==> config.mk <==
export PLATFORM = sky130hd
export DESIGN_NAME = fft_frame_ctrl
export DESIGN_NICKNAME = d
export VERILOG_FILES = /design/src/rtl/fft_pkg.sv /design/src/rtl/fft_len_latch.sv /design/src/rtl/fft_frame_ctrl.sv
export SDC_FILE = /design/constraint.sdc
export NUM_CORES = 1
export LEC_CHECK = 0
export ABC_AREA = 1
export CORE_ASPECT_RATIO = 1.2
export CORE_MARGIN = 8
export CORE_UTILIZATION = 45
export CTS_CLUSTER_DIAMETER = 100
export CTS_CLUSTER_SIZE = 14
export DETAILED_ROUTE_END_ITERATION = 10
export PLACE_DENSITY = 0.83
export SETUP_SLACK_MARGIN = 0.02
export SLEW_MARGIN = 20
export SYNTH_ARGS = -nofsm -noshare
export SYNTH_HDL_FRONTEND = slang
export SYNTH_SLANG_ARGS = --single-unit
==> constraint.sdc <==
create_clock -name clk -period 5.1 [get_ports clk]
set_clock_uncertainty 0.15 [all_clocks]
set_input_delay 0.765 -clock clk [delete_from_list [all_inputs] [get_ports clk]]
set_output_delay 0.765 -clock clk [all_outputs]
set_load 0.05 [all_outputs]
==> src/rtl/fft_pkg.sv <==
// fft_pkg: shared FFT framing constants, FSM encoding and the cfg_nfft legality check.
package fft_pkg;
  localparam int FFT_MAX_LOG2N = 10;
  localparam int FFT_MIN_LOG2N = 3;
  typedef enum logic [1:0] {IDLE, RUN, PAD} state_t;
  function automatic logic nfft_legal(input logic [4:0] cfg, input int lo = FFT_MIN_LOG2N,
                                      input int hi = FFT_MAX_LOG2N);
    return (int'(cfg) >= lo) && (int'(cfg) <= hi);
  endfunction
endpackage

==> src/rtl/fft_len_latch.sv <==
// fft_len_latch: validates cfg_nfft, holds the frame length for the current frame and its terminal-count mask.
module fft_len_latch
  import fft_pkg::*;
#(
  parameter int MAX_LOG2N = FFT_MAX_LOG2N,
  parameter int MIN_LOG2N = FFT_MIN_LOG2N
) (
  input  logic                 clk,
  input  logic                 rst,
  input  logic                 load,
  input  logic [4:0]           cfg_nfft,
  output logic                 cfg_err,
  output logic [MAX_LOG2N-1:0] tc_mask
);
  logic [4:0] eff_log2n;
  logic       legal;
  assign legal = nfft_legal(cfg_nfft, MIN_LOG2N, MAX_LOG2N);
  always_ff @(posedge clk or posedge rst) begin
    if (rst) begin
      eff_log2n <= 5'(MAX_LOG2N);
      cfg_err   <= 1'b0;
    end else if (load) begin
      eff_log2n <= legal ? cfg_nfft : 5'(MAX_LOG2N);
      cfg_err   <= !legal;
    end
  end
  // Mask of ones below eff_log2n equals N-1 without ever forming 2^N.
  for (genvar g = 0; g < MAX_LOG2N; g++) begin : g_mask
    assign tc_mask[g] = eff_log2n > 5'(g);
  end
endmodule

==> src/rtl/fft_frame_ctrl.sv <==
// fft_frame_ctrl: AXI-Stream framer that marks TLAST every N beats, latches N per frame and zero-pads on flush.
module fft_frame_ctrl
  import fft_pkg::*;
#(
  parameter int DATA_W      = 32,
  parameter int MAX_LOG2N   = FFT_MAX_LOG2N,
  parameter int MIN_LOG2N   = FFT_MIN_LOG2N,
  parameter int FRAME_CNT_W = 16
) (
  input  logic                   clk,
  input  logic                   rst,
  input  logic [4:0]             cfg_nfft,
  input  logic                   flush,
  input  logic [DATA_W-1:0]      s_axis_tdata,
  input  logic                   s_axis_tvalid,
  output logic                   s_axis_tready,
  output logic [DATA_W-1:0]      m_axis_tdata,
  output logic                   m_axis_tvalid,
  input  logic                   m_axis_tready,
  output logic                   m_axis_tlast,
  output logic [MAX_LOG2N-1:0]   sample_idx,
  output logic [FRAME_CNT_W-1:0] frame_idx,
  output logic                   frame_done,
  output logic                   frame_padded,
  output logic                   cfg_err
);
  state_t               state, state_nx;
  logic [MAX_LOG2N-1:0] tc_mask;
  logic                 hs, last_hs, pad_seen;
  fft_len_latch #(.MAX_LOG2N(MAX_LOG2N), .MIN_LOG2N(MIN_LOG2N)) u_len (
    .clk     (clk),
    .rst     (rst),
    .load    (state == IDLE),
    .cfg_nfft(cfg_nfft),
    .cfg_err (cfg_err),
    .tc_mask (tc_mask)
  );
  assign hs      = m_axis_tvalid & m_axis_tready;
  assign last_hs = hs & m_axis_tlast;
  always_ff @(posedge clk or posedge rst) begin
    if (rst) begin
      state        <= IDLE;
      sample_idx   <= '0;
      frame_idx    <= '0;
      frame_done   <= 1'b0;
      frame_padded <= 1'b0;
      pad_seen     <= 1'b0;
    end else begin
      state        <= state_nx;
      if (hs) sample_idx <= m_axis_tlast ? '0 : sample_idx + MAX_LOG2N'(1);
      if (last_hs) frame_idx <= frame_idx + FRAME_CNT_W'(1);
      frame_done   <= last_hs;
      frame_padded <= last_hs & pad_seen;
      pad_seen     <= last_hs ? 1'b0 : pad_seen | (state == RUN && flush);
    end
  end
  // A flush coinciding with the tlast handshake is dropped: the frame is already complete.
  always_comb begin
    state_nx = last_hs                  ? IDLE :
               (state == IDLE && hs)    ? RUN  :
               (state == RUN  && flush) ? PAD  : state;
  end
  always_comb begin
    m_axis_tdata  = (state == PAD) ? '0 : s_axis_tdata;
    m_axis_tvalid = (state == PAD) | s_axis_tvalid;
    s_axis_tready = (state != PAD) & m_axis_tready;
    m_axis_tlast  = m_axis_tvalid & (sample_idx == tc_mask);
  end
endmodule

* Word level (Yosys, flattened, before mapping) *
Cells that the tools add are included.

storage, ports and cells
  register bits after elaboration = 37
  input port bits = 42
  word-level logic and storage cells = 46

cells by class
  $add $sub $neg = 2
  order comparisons = 12
  equal/unequal tests = 4
  multiplexer cells = 7
  bitwise gates (word level) = 7
  reduce and logical (&&, ||, !) cells = 6

operators with widths
  operator                                                            count
  2-to-1 mux 32 bit                                                   1
  greater-than comparator 5 x 3 -> 1 bit (second input constant)      4
  adder 16 x 1 -> 16 bit (second input constant)                      1
  adder 10 x 1 -> 10 bit (second input constant)                      1
  equality test 10 bit                                                1
  greater-than comparator 5 x 1 -> 1 bit (second input constant)      2
  greater-than comparator 5 x 2 -> 1 bit (second input constant)      2
  greater-than comparator 5 x 4 -> 1 bit (second input constant)      2
  2-to-1 mux 10 bit                                                   1
  2-to-1 mux 2 bit                                                    3
  AND 1 bit                                                           5
  greater-or-equal comparator 5 x 2 -> 1 bit (second input constant)  1
  <= comparator 5 x 4 -> 1 bit (second input constant)                1
  2-to-1 mux 5 bit                                                    1
  logical AND 1 bit                                                   3
  nonzero test 3 bit                                                  1
  equality test 2 x 1 -> 1 bit (second input constant)                1
  equality test 2 bit (second input constant)                         1
  logical NOT 2 bit                                                   1
  != test 2 bit (second input constant)                               1
  bitwise OR 1 bit                                                    2
  logical NOT 1 bit                                                   1
  2-to-1 mux 1 bit                                                    1

* Longest topological paths before layout *
Gate-level depths: netlist (run 1).

  depth after elaboration = 6
  mapped depth = 13
  gate-level depth less buffers = 11

* Hierarchy *
Synthesis (run 1) repeated with hierarchy kept, for this count alone.

unflattened totals
  cells, all modules = 438
  area total of the unflattened synthesis = 2,832.7 um2

modules (own cells, without submodules)
  module          times used  cells each  area each (um2)  sequential area each (um2)
  fft_frame_ctrl  1           389         2,463.6          775.7
  fft_len_latch   1           49          369.1            152.6

* Least setup slack after synthesis (run 1) *
Ideal clock, no wire load.

  path kind = in2out
  from = input m_axis_tready
  to = output s_axis_tready
  arrival = 1.715 ns
  required time = 4.185 ns
  path slack = 2.470 ns
  stages on the path = 3
  path through = clkbuf_1 -> inv_1 -> nor2_1

on the way
  cells in the longest elaborated chain, start to end = 1

ends and longest elaborated chain
  element          line                  text
  start, declared  fft_frame_ctrl.sv:19  input logic m_axis_tready,
  AND 1 bit        fft_frame_ctrl.sv:66  s_axis_tready = (state != PAD) & m_axis_tready;
  end, declared    fft_frame_ctrl.sv:16  output logic s_axis_tready,

No other way between the ends.

* Worst setup path in the final report (run 1) *
  from = register state[0]
  to = output m_axis_tlast

on the way
  cells in the longest elaborated chain, start to end = 3

ends and longest elaborated chain
  element                 line                  text
  start, declared         fft_frame_ctrl.sv:27  state_t state, state_nx;
  start signal, assigned  fft_frame_ctrl.sv:49  state <= state_nx;
  equality test 2 bit     fft_frame_ctrl.sv:65  m_axis_tvalid = (state == PAD) | s_axis_tvalid;
  bitwise OR 1 bit        fft_frame_ctrl.sv:65
  AND 1 bit               fft_frame_ctrl.sv:67  m_axis_tlast = m_axis_tvalid & (sample_idx == tc_mask);
  end, declared           fft_frame_ctrl.sv:20  output logic m_axis_tlast,

No other way between the ends.

==> results of run 1 <==
synthesized netlist by cell type, types with 4 or more instances:
master     n  area [µm²]
o21ai_0    5        25.0
xor2_1    14         123
dfrtp_1   35         876
inv_1     61         229
clkbuf_1   6        22.5
nand2_1   89         334
xnor2_1    9        78.8
nand4_1   17         106
nor2_1    70         263
a21oi_1    4        20.0
nand3_1   31         155
nor2_4     4        45.0
nor2_2    11        68.8
cells by family after synthesis:
kind of cell / after synthesis / synth area share (%)
flops: 37 / 35.4
xor+xnor: 23 / 7.67
compound gates: 14 / 3.29
fa+ha+maj: 2 / 0.953
simple gates: 231 / 40.3
buf+inv: 76 / 12.4
critical path: stages (launching register included):
cell and delay [ps]:
dfrtp_1 480, nor2_8 410, nor2_1 130, inv_2 260
nand3_1 110, nor2_1 90, nand3_1 110, nor2_4 190
clkdlybuf4s50_1 840
layout by cell type (no fill, tap or decap):
cell type	instances
clkdlybuf4s50_1	105
nand2_1	89
nor2_1	70
inv_1	61
dfrtp_1	35
nand3_1	31
nand4_1	17
xor2_1	14
nor2_2	11
xnor2_1	9
clkbuf_8	6
o21ai_0	5
nor2_4	4
a21oi_1	4
inv_2	2
nand3b_1	2
nor3_1	2
o22a_1	2
ha_1	2
dfstp_2	2
nor2_8	1
nand3_2	1
o21ai_2	1
nand4_2	1
nand2_4	1
clkinv_2	1
and2_1	1
a31oi_1	1
a22o_1	1
clkbuf_1	1
buf_4	1
per-layer routing:
layer	vias to the layer above	part of all wire (%)	global-route usage (%)
met3	12	4.4	3.47
met2	69	53	32.4
met4	0	0.86	3.92
met1	1257	42	21.7
li1	1374	-	-
met5	-	0	0
final cells by class:
cell class / count / area, µm²
Clock buffer: 7 / 86.3
Fill cell: 494 / 1870
Inverter: 64 / 241
Multi-Input combinational cell: 270 / 1370
Sequential cell: 37 / 928
Tap cell: 64 / 80.1
Timing Repair Buffer: 106 / 1060
report_power, final:
group          leakage [nW]  internal (mW)  switching (mW)  total (mW)
sequential            0.471          0.359          0.0942       0.453
clock                0.0443          0.107          0.0978       0.205
combinational          1.33          0.401           0.823        1.22
worst paths after layout:
kind                          start                  to  cells after the start
max                        state[0]        m_axis_tlast                      8
min                        pad_seen        frame_padded                      2
max reg2reg                state[0]       sample_idx[8]                      8
min reg2reg                pad_seen        frame_padded                      2
max in group asynchronous       rst  u_len.eff_log2n[1]                      3
min in group asynchronous       rst        frame_idx[5]                      3
registers in the layout, summed over array words and instances, names as in the netlist:
name,count
frame_done,1
frame_idx,16
frame_padded,1
pad_seen,1
sample_idx,10
state,2
u_len.cfg_err,1
u_len.eff_log2n,5
stage by stage:
| stage | setup WS (ps) | hold slack [ps] | utilization [%] | total power, mW | cell area (µm²) |
|---|---|---|---|---|---|
| 2_1_floorplan | 2470 | 322 | - | 1.32 | 2630 |
| 3_3_place_gp | 1310 | 336 | 65.3 | 1.66 | 3680 |
| 3_5_place_dp | 1300 | 345 | 65.3 | 1.68 | 3680 |
| 4_1_cts | 1250 | 361 | 66.9 | 1.89 | 3760 |
| 5_1_grt | 1070 | 407 | 66.9 | 2.00 | 3760 |
| 6_report | 1250 | 363 | 66.9 | 1.88 | 3760 |
==> key figures, run 1 <==
Drt
  – Initial DRC count: a little over 90
  – Via density per instance: 4.95
  – DRC violations left: 0
  – Final WL: approximately 8000 µm
  – TritonRoute pass-1 iters: 4
  – Via count: 2712
  – Avg WL per Cell: 14.3 µm
  – Antenna-violating nets left: 0

Power and ir drop
  – Peak VDD IR: roughly 400 µV
  – Power density over the cells: roughly 500 mW/mm²
  – P_leak: about 1.8 nW

Clock tree
  – Clock transition at path regs: about 70 ps
  – Clock Latency Late Sink: 290 ps
  – Clock Sinks: 37
  – Max Root-Sink Buffers: 2
  – CTS tree: yes
  – Num CTS Buffers: 5
  – Post-CTS resize count: 0
  – Htree depth: 2
  – Hold_buf cts: 0
  – Postcts setup bufs: 0
  – Root Buffer: clkbuf_8

STA
  – Relative slew margins: 41.4%
  – Final period utilization: about three quarters
  – Fmax: 0.260 GHz
  – Post-Route Setup TNS: 0 ps
  – Final hold viol count: 0
  – Period minus WS final: between 3000 and 4000 ps
  – Worst-Margin Slew: around 880 ps
  – Final-report setup violation count: 0
  – Unrepaired setup endpoints after global routing: false
  – Fin. max-slew vios: 0

Synthesis
  – Synthesized netlist net count: 427
  – Syn_area_per_cell: around 7 µm²
  – Syn Inst Count: ~380
  – Sequential share of the synthesized area: a little over a third
  – Ys flop type: dfrtp_1
  – Flops & latches, synth: 37
  – Mapped cell area: 0.00263 mm²
  – Yosys warns: 0
  – Count of different cell masters after synthesis: 32
  – Number of synthesized flops with an enable pin: 0
  – Share of flip-flops with an asynchronous set or reset: between 90% and 100%

Global routing
  – Largest net degree at the start of global routing: 38
  – Initial antenna violation count: 0
  – First-pass GRT wire length: 12600 µm
  – Vias in the first global route: about 2600
  – Grt ovf: 0
  – Gr usage total: about 18%

Floorplan
  – Initial Utilization: a little under half
  – Core area: around 0.0056 mm²
  – Number of placed I/O pins: roughly 110
  – DIE HEIGHT: between 90 and 100 µm
  – Row cnt: 30
  – Die footprint: 0.00854 mm²
  – Die X-Extent: around 86 µm

Layout
  – Area grow syn2layout: 43.4%
  – Nets: 528
  – Final std cells w/o fill: between 500 and 600
  – Ant. Diodes: 0
  – Layout cells sized above 1: about 6.6%

Place
  – Final GP Congestion: 0.885
  – Hpwl dp: around 6200 µm
  – IO Port Bufs: roughly 110
  – Placed Instances: around 540

Setup path
  – WP data required: roughly 4200 ps
  – CP Max Fanout: 34
  – Setup CP Type: flop to output pin
  – Critical path capture point type: output pin
  – Data arrival, critical path: 2940 ps
  – R2r setup slk: around 2400 ps
  – Critical Path Start Type: flop

Status
  – Outcome: completed

Job
  – MaxCap Viol Count: 0

Worst hold path
  – Hold crit path type: flop to flop
Note: power is estimated with default switching activity, not from simulation.
==> inputs of run 2 (changes only) <==
--- a/config.mk
+++ b/config.mk
@@ -8,11 +8,11 @@
 export ABC_AREA = 1
 export CORE_ASPECT_RATIO = 1.2
 export CORE_MARGIN = 8
-export CORE_UTILIZATION = 45
+export CORE_UTILIZATION = 40
 export CTS_CLUSTER_DIAMETER = 100
 export CTS_CLUSTER_SIZE = 14
 export DETAILED_ROUTE_END_ITERATION = 10
-export PLACE_DENSITY = 0.83
+export PLACE_DENSITY = 0.78
 export SETUP_SLACK_MARGIN = 0.02
 export SLEW_MARGIN = 20
 export SYNTH_ARGS = -nofsm -noshare
==> constraint.sdc (replaced) <==
create_clock -name clk -period 3.4 [get_ports clk]
set_clock_uncertainty 0.15 [all_clocks]
set_input_delay 0.51 -clock clk [delete_from_list [all_inputs] [get_ports clk]]
set_output_delay 0.51 -clock clk [all_outputs]
set_load 0.05 [all_outputs]
==> run 2 against run 1 <==
Effect of this change:
- global-route usage fell by 1.6 points
- via count fell by 0.77%
- total power rose by 52%
- first-iteration DRC count rose by 19%
- sequential cell count did not move
- combinational power rose by 51%
- critical path depth fell by 4
- critical endpoint is now m_axis_tvalid
- largest cell class unchanged
==> key figures, run 2 (synthesis results as in run 1) <==
Status
  – Outcome: completed

Drt
  – Via count: 2691 (-0.77%)
  – DRC violations left: 0 (unchanged)
  – Antenna-violating nets left: 0 (unchanged)
  – Final WL: 7840 µm (+0.33%)
  – TritonRoute pass-1 iters: 4 (unchanged)
  – Avg WL per Cell: 13.7 µm (-3.9%)
  – Initial DRC count: 108 (+19%)
  – Via density per instance: 4.70 (-4.9%)

Power and ir drop
  – Peak VDD IR: 492 µV (+23%)
  – Total power: 2.86 mW (+52%)
  – Psw: 1.53 mW (+51%)
  – Comb power frac: 64.3% (-0.7 points)
  – Internal power: 1.33 mW (+53%)
  – Power density over the cells: 748 mW/mm² (+50%)
  – Sequential power share: 23.7% (-0.4 points)
  – P_leak: 1.87 nW (+1.2%)
  – Clock share of power: 11.9% (+1.0 points)
  – Switching fraction of total power: 53.5% (-0.38 points)

Floorplan
  – Die X-Extent: 90.0 µm (+4.9%)
  – Initial Utilization: 41.0% (-5.6 points)
  – DIE HEIGHT: 105 µm (+5.1%)
  – Die footprint: 0.00942 mm² (+10%)
  – Row cnt: 32 (+6.7%)
  – Core area: 0.00641 mm² (+14%)
  – Number of placed I/O pins: 106 (unchanged)

Setup path
  – WP data required: 2740 ps (-1440 ps)
  – Critical Path Start Type: flop
  – Critical path capture point type: output pin
  – Data arrival, critical path: 2450 ps (-490 ps)
  – Setup CP Type: flop to output pin
  – CP Max Fanout: 34 (unchanged)

STA
  – Final hold slack: 356 ps (-6.86 ps)
  – Final hold viol count: 0 (unchanged)
  – Post-Route Setup TNS: 0 ps (unchanged)
  – Fin. max-slew vios: 0 (unchanged)
  – Unrepaired setup endpoints after global routing: false
  – Setup slack after layout: 292 ps (-957 ps)
  – Final period utilization: between 90% and 100%
  – Final-report setup violation count: 0 (unchanged)
  – Fmax: between 0.3 and 0.4 GHz
  – Relative slew margins: 59.8% (+18 points)
  – Worst-Margin Slew: 601 ps (-274 ps)
  – Period minus WS final: 3110 ps

Place
  – DP Area: 0.00372 mm² (+1.1%)
  – Hpwl dp: 6160 µm (-0.72%)
  – IO Port Bufs: 105 (unchanged)
  – Placed Instances: 564 (+4.3%)
  – Placement Setup Slack: 585 ps (-714 ps)
  – Final GP Congestion: 0.864 (-2.4%)

Clock tree
  – Max Root-Sink Buffers: 2 (unchanged)
  – Num CTS Buffers: 5 (unchanged)
  – Hold_buf cts: 0 (unchanged)
  – Clock Sinks: 37 (unchanged)
  – Post-CTS resize count: 0 (unchanged)
  – Htree depth: 2 (unchanged)
  – Root Buffer: clkbuf_8
  – Clock Latency Late Sink: 290 ps (about the same)
  – Postcts setup bufs: 0 (unchanged)
  – Clock transition at path regs: 70 ps (about the same)
  – CTS tree: yes

Layout
  – Layout cells sized above 1: 7.60% (+0.99 points)
  – Largest register FFs: 16 (unchanged)
  – Most flop-heavy register: frame_idx
  – Final Util: 59.6% (-7.3 points)
  – Nets: 530 (+0.38%)
  – Area grow syn2layout: 45.5%
  – Biggest regs: frame_idx (16), sample_idx (10), u_len.eff_log2n (5)
  – Commonest non-fill, non-tap cells in the layout: clkdlybuf4s50_1 (104), nand2_1 (89), nor2_1 (70), inv_1 (61), dfrtp_1 (35)
  – Most common cell after layout, fill and taps aside: clkdlybuf4s50_1
  – Ant. Diodes: 0 (unchanged)
  – Final std cells w/o fill: 572 (+4.4%)
  – Final instance area: 0.00382 mm² (+1.4%)

Global routing
  – Grt ovf: 0 (unchanged)
  – Vias in the first global route: 2685 (+1.4%)
  – First-pass GRT wire length: 12900 µm (+2.8%)
  – Initial antenna violation count: 0 (unchanged)
  – Gr usage total: 16.5% (-1.6 points)
  – Largest net degree at the start of global routing: 38 (unchanged)

Worst hold path
  – Hold crit path type: flop to flop

Job
  – MaxCap Viol Count: 0 (unchanged)
## run 2: final timing paths
kind | startpoint | to | slack [ps] | depth (start not counted)
hold / removal | frame_idx[13] | frame_idx[13] | 360 | 2
hold reg to reg | frame_idx[13] | frame_idx[13] | 360 | 2
setup reg to reg | state[0] | sample_idx[9] | 930 | 10
setup / recovery | state[0] | m_axis_tvalid | 290 | 4
min in group asynchronous | rst | frame_idx[0] | 480 | 3
max in group asynchronous | rst | u_len.eff_log2n[3] | 2270 | 3
## run 2: critical path, cell delays in order (launching register included)
cell             delay (ps)
dfrtp_1                 480
nor2_8                  420
nor2_1                  120
inv_2                   260
clkdlybuf4s50_1         860
## run 2: area by class of cell
type / instances / area, µm²
inverters: 64 / 241
repair buffers: 108 / 1070
flip-flops and latches: 37 / 928
clock inverters: 1 / 5.00
multi-input cells: 270 / 1370
fillers: 590 / 2590
clock buffers: 7 / 96.3
well taps: 85 / 106
## run 2: power by group through the flow
stage | Sequential (mW) | Clock, mW | Combinational, mW
after global routing | 0.698 | 0.368 | 1.97
final | 0.678 | 0.341 | 1.84
after global placement | 0.681 | 0 | 1.82
after detailed placement | 0.684 | 0 | 1.85
after floorplan | 0.846 | 0 | 1.14
after CTS | 0.677 | 0.352 | 1.86
## run 2: per-layer routing
metal / vias to the layer above / track usage, % / part of all wire, %
met5: - / 0 / 0
met4: 0 / 4.77 / 1.3
met3: 10 / 4.08 / 4.2
met2: 54 / 30.7 / 56
met1: 1242 / 17.9 / 39
li1: 1385 / - / -
==> inputs of run 3 (changes only) <==
--- a/config.mk
+++ b/config.mk
@@ -9,7 +9,6 @@
 export CORE_ASPECT_RATIO = 1.2
 export CORE_MARGIN = 8
 export CORE_UTILIZATION = 40
-export CTS_CLUSTER_DIAMETER = 100
 export CTS_CLUSTER_SIZE = 14
 export DETAILED_ROUTE_END_ITERATION = 10
 export PLACE_DENSITY = 0.78
==> results of run 3 <==
Final layout, timing and power as in run 2 (identical DEF).
